File: src/rtl/sti_dac_gen.sv
// sti_dac_gen: captures a parallel word and turns it into an L-bit frame. The
// frame is first written byte by byte into a pixel memory, then shifted out
// serially MSB-first. An optional tail fill zeroes the rest of the memory.
//
// Optional feature: define STI_PARITY_EN to append an even-parity bit after the
// L serial frame bits.
//
// Ports
//   clk, reset      rising-edge clock, synchronous active-high reset
//   load / ready    capture request; it is accepted only while ready (IDLE) is high
//   pi_data         parallel data word (IN_W bits)
//   pi_length       frame length in bytes, minus one
//   pi_fill         L > IN_W: 1 = data in the upper bits, 0 = data in the lower bits
//   pi_msb          0 = bit-reverse the whole frame
//   pi_low          L < IN_W: 1 = take the upper L bits of pi_data, 0 = the lower L bits
//   pi_end          last word: zero-fill the remaining memory, then raise pixel_finish
//   so_data/valid   serial bit and its qualifier
//   pixel_*         pixel memory write port and finish flag
module sti_dac_gen #(
    parameter int unsigned IN_W      = 16,
    parameter int unsigned MAX_BYTES = 4,
    parameter int unsigned ADDR_W    = 8,
    localparam int unsigned LEN_W    = (MAX_BYTES > 1) ? $clog2(MAX_BYTES) : 1
) (
    input  logic              clk,
    input  logic              reset,
    input  logic              load,
    output logic              ready,
    input  logic [IN_W-1:0]   pi_data,
    input  logic [LEN_W-1:0]  pi_length,
    input  logic              pi_fill,
    input  logic              pi_msb,
    input  logic              pi_low,
    input  logic              pi_end,
    output logic              so_data,
    output logic              so_valid,
    output logic              pixel_wr,
    output logic [ADDR_W-1:0] pixel_addr,
    output logic [7:0]        pixel_dataout,
    output logic              pixel_finish
);

    localparam int unsigned MAX_L = MAX_BYTES * 8;
    localparam int unsigned CNT_W = $clog2(MAX_L + 2);
`ifdef STI_PARITY_EN
    localparam int unsigned PAR_BITS = 1;
`else
    localparam int unsigned PAR_BITS = 0;
`endif

    typedef enum logic [2:0] {IDLE, DAC, SER, FILL, DONE} state_t;

    state_t             state_q, state_d;
    logic [MAX_L-1:0]   frame_q, frame_d;      // frame, left-justified: first bit at MAX_L-1
    logic [CNT_W-1:0]   cnt_q, cnt_d;          // byte index in DAC, bit index in SER
    logic [LEN_W-1:0]   len_q, len_d;
    logic               end_q, end_d;
    logic               ready_q, ready_d;
    logic               pixel_wr_q, pixel_wr_d;
    logic [ADDR_W-1:0]  pixel_addr_q, pixel_addr_d;
    logic [7:0]         pixel_dataout_q, pixel_dataout_d;
    logic               so_valid_q, so_valid_d;
    logic               so_data_q, so_data_d;
    logic               pixel_finish_q, pixel_finish_d;
`ifdef STI_PARITY_EN
    logic               par_q, par_d;
`endif

    logic [MAX_L-1:0]   frame_new;
    logic [7:0]         dac_byte;
    logic [CNT_W-1:0]   ser_last;

    // Build the left-justified frame from the raw inputs. Bits below the
    // frame stay zero, so a bit-reversed frame lands left-justified as is.
    function automatic logic [MAX_L-1:0] build_frame(
        input logic [IN_W-1:0]  d,
        input logic [LEN_W-1:0] len,
        input logic             fill,
        input logic             msb,
        input logic             low
    );
        int unsigned      len_bits;
        logic [MAX_L-1:0] ext;
        logic [MAX_L-1:0] raw;
        logic [MAX_L-1:0] rev;
        len_bits = (32'(len) + 32'd1) * 32'd8;
        ext      = MAX_L'(d);
        if (len_bits < IN_W) begin
            raw = low ? (ext >> (IN_W - len_bits))
                      : ((ext << (MAX_L - len_bits)) >> (MAX_L - len_bits));
        end else if (len_bits == IN_W) begin
            raw = ext;
        end else begin
            raw = fill ? (ext << (len_bits - IN_W)) : ext;
        end
        for (int i = 0; i < int'(MAX_L); i++) begin
            rev[i] = raw[int'(MAX_L) - 1 - i];
        end
        return msb ? (raw << (MAX_L - len_bits)) : rev;
    endfunction

    assign frame_new = build_frame(pi_data, pi_length, pi_fill, pi_msb, pi_low);
    assign dac_byte  = 8'(frame_q >> (MAX_L - 32'd8 - 32'd8 * 32'(cnt_q)));
    assign ser_last  = CNT_W'(32'(len_q) * 32'd8 + 32'd7 + PAR_BITS);

    // State and output registers
    always_ff @(posedge clk) begin
        if (reset) begin
            state_q         <= IDLE;
            frame_q         <= '0;
            cnt_q           <= '0;
            len_q           <= '0;
            end_q           <= 1'b0;
            ready_q         <= 1'b1;
            pixel_wr_q      <= 1'b0;
            pixel_addr_q    <= '0;
            pixel_dataout_q <= '0;
            so_valid_q      <= 1'b0;
            so_data_q       <= 1'b0;
            pixel_finish_q  <= 1'b0;
`ifdef STI_PARITY_EN
            par_q           <= 1'b0;
`endif
        end else begin
            state_q         <= state_d;
            frame_q         <= frame_d;
            cnt_q           <= cnt_d;
            len_q           <= len_d;
            end_q           <= end_d;
            ready_q         <= ready_d;
            pixel_wr_q      <= pixel_wr_d;
            pixel_addr_q    <= pixel_addr_d;
            pixel_dataout_q <= pixel_dataout_d;
            so_valid_q      <= so_valid_d;
            so_data_q       <= so_data_d;
            pixel_finish_q  <= pixel_finish_d;
`ifdef STI_PARITY_EN
            par_q           <= par_d;
`endif
        end
    end

    // Next state and next registered outputs
    always_comb begin
        state_d         = state_q;
        frame_d         = frame_q;
        cnt_d           = cnt_q;
        len_d           = len_q;
        end_d           = end_q;
        pixel_wr_d      = 1'b0;
        pixel_addr_d    = pixel_addr_q;
        pixel_dataout_d = 8'h00;
        so_valid_d      = 1'b0;
        so_data_d       = 1'b0;
`ifdef STI_PARITY_EN
        par_d           = par_q;
`endif
        case (state_q)
            IDLE: begin
                if (load) begin
                    state_d         = DAC;
                    frame_d         = frame_new;
                    len_d           = pi_length;
                    end_d           = pi_end;
                    cnt_d           = '0;
                    pixel_wr_d      = 1'b1;
                    pixel_dataout_d = frame_new[MAX_L-1 -: 8];
`ifdef STI_PARITY_EN
                    par_d           = ^frame_new;
`endif
                end
            end
            DAC: begin
                if (pixel_wr_q) begin
                    pixel_addr_d = pixel_addr_q + ADDR_W'(1);
                    if (cnt_q == CNT_W'(len_q)) begin
                        // second cycle of the last write doubles as the first serial bit
                        state_d    = SER;
                        cnt_d      = '0;
                        so_valid_d = 1'b1;
                        so_data_d  = frame_q[MAX_L-1];
                        frame_d    = frame_q << 1;
                    end else begin
                        cnt_d = cnt_q + CNT_W'(1);
                    end
                end else begin
                    pixel_wr_d      = 1'b1;
                    pixel_dataout_d = dac_byte;
                end
            end
            SER: begin
                if (cnt_q == ser_last) begin
                    if (end_q) begin
                        state_d    = FILL;
                        // an address already wrapped to 0 means nothing is left to fill
                        pixel_wr_d = (pixel_addr_q != '0);
                    end else begin
                        state_d = IDLE;
                    end
                end else begin
                    cnt_d      = cnt_q + CNT_W'(1);
                    so_valid_d = 1'b1;
                    so_data_d  = frame_q[MAX_L-1];
                    frame_d    = frame_q << 1;
`ifdef STI_PARITY_EN
                    if (cnt_q == CNT_W'(32'(len_q) * 32'd8 + 32'd7)) begin
                        so_data_d = par_q;
                    end
`endif
                end
            end
            FILL: begin
                if (pixel_wr_q) begin
                    pixel_addr_d = pixel_addr_q + ADDR_W'(1);
                    if (pixel_addr_q == '1) begin
                        state_d = DONE;
                    end
                end else if (pixel_addr_q == '0) begin
                    state_d = DONE;
                end else begin
                    pixel_wr_d = 1'b1;
                end
            end
            DONE: begin
                state_d = DONE;
            end
            default: begin
                state_d = IDLE;
            end
        endcase
        ready_d        = (state_d == IDLE);
        pixel_finish_d = (state_d == DONE);
    end

    assign ready         = ready_q;
    assign pixel_wr      = pixel_wr_q;
    assign pixel_addr    = pixel_addr_q;
    assign pixel_dataout = pixel_dataout_q;
    assign so_valid      = so_valid_q;
    assign so_data       = so_data_q;
    assign pixel_finish  = pixel_finish_q;

endmodule

File: config.mk
export PLATFORM = sky130hd
export DESIGN_NAME = sti_dac_gen
export DESIGN_NICKNAME = d
export VERILOG_FILES = /design/src/rtl/sti_dac_gen.sv
export SDC_FILE = /design/constraint.sdc
export NUM_CORES = 1
export LEC_CHECK = 0
export ABC_AREA = 1
export BUFFER_PORTS_ARGS = -buffer_cell sky130_fd_sc_hd__buf_2
export CORE_MARGIN = 3
export CORE_UTILIZATION = 40
export DETAILED_ROUTE_END_ITERATION = 7
export GPL_ROUTABILITY_DRIVEN = 1
export PLACE_DENSITY = 0.56
export SLEW_MARGIN = 40
export SYNTH_ARGS = -nofsm -noshare
export SYNTH_HDL_FRONTEND = slang
export SYNTH_SLANG_ARGS = --single-unit
File: constraint.sdc
create_clock -name clk -period 4.85 [get_ports clk]
set_input_delay 0.2425 -clock clk [delete_from_list [all_inputs] [get_ports clk]]
set_output_delay 0.2425 -clock clk [all_outputs]
set_load 0.005 [all_outputs]
# Word-level counts from Yosys, hierarchy flattened
# Cells that the tools add are included.
[op_classes] n_addsub=8 n_lt_le_gt_ge=1 eq_ne=13 shift=6 n_mux=42 n_reduce_logical=10
[ops] cell="32-bit 2-to-1 mux" count=9
[ops] cell="32-bit case mux with 3 select lines" count=1
[ops] cell="16-bit by 32-bit left shift with 32-bit output" count=2
[ops] cell="32-bit by 32-bit left shift with 32-bit output" count=1
[ops] cell="16-bit by 32-bit >> shifter with 32-bit output" count=1
[ops] cell="32-bit by 32-bit >> shifter with 32-bit output" count=1
[ops] cell="32-bit by 32-bit >> shifter with 8-bit output" count=1
[ops] cell="6-bit 2-to-1 mux" count=4
[ops] cell="3-bit 2-to-1 mux" count=7
[ops] cell="6-bit case mux with 3 select lines" count=1
[ops] cell="8-bit 2-to-1 mux" count=2
[ops] cell="8-bit case mux with 2 select lines" count=1
[ops] cell="3-bit case mux with 5 select lines" count=1
[ops] cell="1-bit 2-to-1 mux" count=12
[ops] cell="5-bit by 9-bit subtractor with 10-bit output (first input constant)" count=1
[ops] cell="3-bit by 2-bit equality test with 1-bit output (second input constant)" count=3
[ops] cell="8-bit by 1-bit adder with 8-bit output (second input constant)" count=1
[ops] cell="8-bit equality test (second input constant)" count=1
[ops] cell="8-bit logical NOT" count=1
[ops] cell="2-bit inequality test (second input constant)" count=4
[ops] cell="8-bit nonzero test" count=1
[ops] cell="5-bit by 6-bit subtractor with 7-bit output (first input constant)" count=1
[ops] cell="6-bit by 5-bit subtractor with 7-bit output (second input constant)" count=1
[ops] cell="6-bit by 6-bit subtractor with 7-bit output (first input constant)" count=1
[ops] cell="other kinds (17)" count=21
[word_totals] reg_bits=65 input_bits=25 out_inout_bits=21 elab_cells=92

# Logic depth before layout (Yosys ltp)
[depth] word_depth=10 depth_mapped=17 depth_no_buf=14

# Worst setup path before layout
# OpenSTA, ideal clock, no wires.
[synth_path] kind="input port to flip-flop" start="input port pi_length[0]" end="register frame_q[7]" setup_time_ns=0.070 arrival_time_ns=2.361 required_ns=4.780 slack_ns=2.419 stages=15 n_path_buf=4 cell_sequence="buf_4 > inv_2 > buf_2 > clkbuf_1 > ha_1 > inv_2 > nand2_1 > nand2_2 > inv_2 > nor2_2 > buf_4 > nand3_1 > nand3_1 > o21ai_0 > a21oi_1"
[synth_between] elab_chain_len=10 word_cells_on_any_way=18 cone_classes="add/sub (4); order compare (1); eq/ne (1); shift (5); mux (7)"
[synth_rtl] item="start: declaration" line_no="30" text="input logic [LEN_W-1:0] pi_length,"
[synth_rtl] item="2-bit by 1-bit adder with 3-bit output *" line_no="86" text="len_bits = (32'(len) + 32'd1) * 32'd8;"
[synth_rtl] item="6-bit by 6-bit subtractor with 7-bit output or 6-bit by 5-bit subtractor with 7-bit output (tied branches)" line_no="90, 99, 94"
[synth_rtl] item="16-bit by 32-bit left shift with 32-bit output, on equally long branches" line_no="90, 94"
[synth_rtl] item="32-bit by 32-bit >> shifter with 32-bit output or 32-bit 2-to-1 mux (tied branches)" line_no="90, 94"
[synth_rtl] item="32-bit 2-to-1 mux, on equally long branches" line_no="89, 91"
[synth_rtl] item="32-bit 2-to-1 mux" line_no="88" text="if (len_bits < IN_W) begin"
[synth_rtl] item="32-bit by 32-bit left shift with 32-bit output" line_no="99" text="return msb ? (raw << (MAX_L - len_bits)) : rev;"
[synth_rtl] item="32-bit 2-to-1 mux *" line_no="99"
[synth_rtl] item="32-bit 2-to-1 mux *" line_no="160" text="if (load) begin"
[synth_rtl] item="32-bit case mux with 3 select lines *" line_no="158" text="case (state_q)"
[synth_rtl] item="end signal: assignment" line_no="126" text="frame_q <= frame_d;"
[synth_rtl] item="end: declaration" line_no="54" text="logic [MAX_L-1:0] frame_q, frame_d;"
# Mark *: on every way between the ends. The rest lies on a longest branch, timed or not. The select of a mux whose other input is x is not followed.
# A chain may end at the register's enable or synchronous reset.

# Worst setup path after layout
[layout_path] start="input port pi_length[0]" end="register frame_q[5]"
# The elaborated chain is that of the path after synthesis.

==> impl_metrics.yaml <==
floorplan:
  start_util_pct: 42.05
  die_w_um: 117.0
  ioPinCount: 46
  core_area_um2: 11710
  design.die.area_um2: 13680
  die_h_um: 117.0
  row_count: 39
finish:
  post-route-util_pct: 46.70
  syn_to_final_growth_pct: 11.05
  drive_above_1_share_pct: 10.50
  layout.cells.non_filler: 1010
  design_area_um2: 5469
  nets: 897
  antenna_cells: 0
  fillers: 1289
route:
  drtPass1Iterations: 5
  vias_per_cell: 5.584
  met2WireLength_mm: 7.674
  vias: 5640
  drtAntennaViolNets: 0
  top_layer_used: "met4"
  drc: 0
  wl_per_cell_um: 15.84
  wl_met3_um: 821
  initialDrtViolationCount: 685
  drt-met1-wl_mm: 7.084
  wl_mm: 16.00
synthesis:
  synth_area_um2: 4925
  synth.distinct_cells: 37
  synthesis.nets: 882
  synth-edff-count: 0
  ys_seq_area_share_pct: 26.42
  ys_ff_latch: 65
  async_flop_share_pct: 0
  synthCells: 847
  yosysWarningCount: 0
  avgSynthCellArea_um2: 5.814
  synthFlopType: "dfxtp_1"
global_routing:
  grtUsageTotal_pct: 24.29
  grt_overflow: 0
  antenna_found_initial: 0
  grt_max_degree: 47
  grt_pass1_wl_mm: 26.25
  grt_pass1_vias: 5402
placed_design:
  placed_cell_area_um2: 5149
  port_buffers: 45
  post-place-ws_ns: 0.9364
  gp_congestion: 0.9324
  place_inst: 994
  dp_hpwl_mm: 11.60
power:
  p_per_area_nw_per_um2: 381.6
  ir_worst_vdd_uv: 251.0
  power_mw: 2.087
  p_leak_nw: 2.508
  p_seq_share_pct: 33.6
  pwr-share-comb_pct: 34.4
  p_int_mw: 1.297
  p_clk_share_pct: 32.0
  power_switching_mw: 0.7897
  power_switching_share_pct: 37.84
min_path:
  hold_path.class: "in2reg"
timing:
  setup_viol: 0
  rsz0062_at_grt: "no"
  setup-tns-final_ns: 0
  hold_violations: 0
  worst_pin_slew_ns: 0.7032
  setup_slack_ns: 1.554
  period_minus_slack_ns: 3.296
  max_slew_margin_pct: 53.05
  fmax_mhz: 303.4
  drv_slew: 0
  whs_ns: 0.1994
  period_share_pct: 67.96
  finClkSkew_ns: 0.01006
clock_network:
  cts_buffers: 9
  clkSinkCount: 65
  cts-root-buf: "clkbuf_16"
  cts_buffer_depth: 2
  post_cts_resized: 0
  postCtsHoldBufs: 0
  clk_pin_slew_ns: 0.06
  post_cts_buffers: 0
  cts_tree: "yes"
  clk_latency_ns: 0.34
  htree_num_levels: 3
setup_path:
  critPathRequiredTime_ns: 5.11
  cp_cell_sequence: "buf_4 > inv_2 > ha_1 > inv_2 > nand2_1 > nand2_2 > inv_2 > nor2_2 > nand3_1 > nand3_1 > o21ai_0 > a21oi_1"
  slowest_stage: "ha_1"
  cp-start-kind: "input port"
  path_delay_family: "simple AND/OR/NAND/NOR gates"
  crit_path_end_kind: "flip-flop"
  crit_path_max_fanout: 46
  slowest_delay_ns: 0.52
  critPathBufInv: 4
  path_common_cell: "inv_2"
  crit_type: "in2reg"
  worstPathArrival_ns: 3.55
outcome:
  status: "finished clean"
run:
  max_cap_viol_count: 0
==> layout by cell type (no fill, tap or decap), types with 3 or more instances in the layout <==
cell,instances
or2_2,5
a21oi_1,121
nor2_4,3
a22oi_1,5
o21ai_1,7
clkbuf_16,9
nor2_2,3
dfxtp_1,65
inv_1,71
nand4_1,4
nand2_2,5
nand3_1,79
nor2_1,44
inv_2,8
xor2_1,5
nor3_1,6
nand2_1,247
ha_1,10
clkbuf_8,3
and2_1,3
o21ai_0,96
buf_2,44
buf_4,5
==> path summary, 6_finish.rpt <==
path                                   start          end  slack (ns)  cells past startpoint
worst max-delay path            pi_length[0]   frame_q[5]        1.55                     12
worst min-delay path                  pi_end        end_q        0.20                      3
worst max register to register      cnt_q[0]   frame_q[6]        2.18                     12
worst min register to register   frame_q[19]  frame_q[19]        0.46                      2
==> power groups by stage <==
| stage | logic [mW] | registers, mW | clock network, mW |
|---|---|---|---|
| floorplan | 0.544 | 0.684 | 0 |
| global placement | 0.708 | 0.710 | 0 |
| detailed placement | 0.709 | 0.710 | 0 |
| CTS | 0.714 | 0.700 | 0.681 |
| global route | 0.817 | 0.714 | 0.705 |
| finish | 0.719 | 0.701 | 0.667 |
==> flip-flops by register name, summed over array words and instances (netlist names), 2 cells and up <==
name           flops
frame_q           32
pixel_dataout      8
pixel_addr         8
state_q            3
len_q              2
cnt_q              6
==> layer usage <==
layer  vias to the layer above  GRT usage, %
li1                       2813             -
met1                      2594         31.09
met2                       205         40.54
met3                        28         3.445
met4                         0         10.93
met5                         -             0
==> kinds of logic (layout without fill, tap and decap cells) <==
group,after synthesis,in the layout,synth area share (%)
simple gates,405,405,35.11
compound gates,236,236,24.57
buf+inv,126,146,10.47
flops,65,65,26.42
fa+ha+maj,10,10,2.541
xor+xnor,5,5,0.8892
==> area by class of cell <==
| cell class | instances | area [um^2] | area share, % |
|---|---|---|---|
| well taps | 143 | 178.9 | 3.272 |
| clock buffers | 14 | 274.0 | 5.010 |
| multi-input cells | 656 | 3117 | 56.99 |
| inverters | 81 | 305.3 | 5.582 |
| flip-flops and latches | 65 | 1301 | 23.79 |
| repair buffers | 49 | 257.7 | 4.713 |
| clock inverters | 2 | 35.03 | 0.6406 |
==> synthesized netlist by cell type, types with 4 or more instances <==
cell	instances	area, um^2
a21oi_1	121	605.6
a22oi_1	5	37.54
buf_2	12	60.06
buf_4	5	37.54
clkbuf_1	25	93.84
dfxtp_1	65	1301
ha_1	10	125.1
inv_1	71	266.5
inv_2	8	30.03
nand2_1	247	927.1
nand2_2	5	31.28
nand3_1	79	395.4
nand4_1	4	25.02
nor2_1	44	165.2
nor3_1	6	30.03
o21ai_0	96	480.5
o21ai_1	7	35.03
or2_2	5	31.28
xor2_1	5	43.79
==> worst register-to-register path, cell delays in order, from the launching register on <==
cell	delay, ns
dfxtp_1	0.77
ha_1	0.29
nand2_1	0.07
nor2_1	0.09
nand2_1	0.10
inv_1	0.08
nand2_1	0.05
nand2_1	0.12
inv_2	0.09
nand2_4	0.25
inv_2	0.31
o21ai_0	0.27
a21oi_1	0.06
Power figures use the tool's default switching activity.
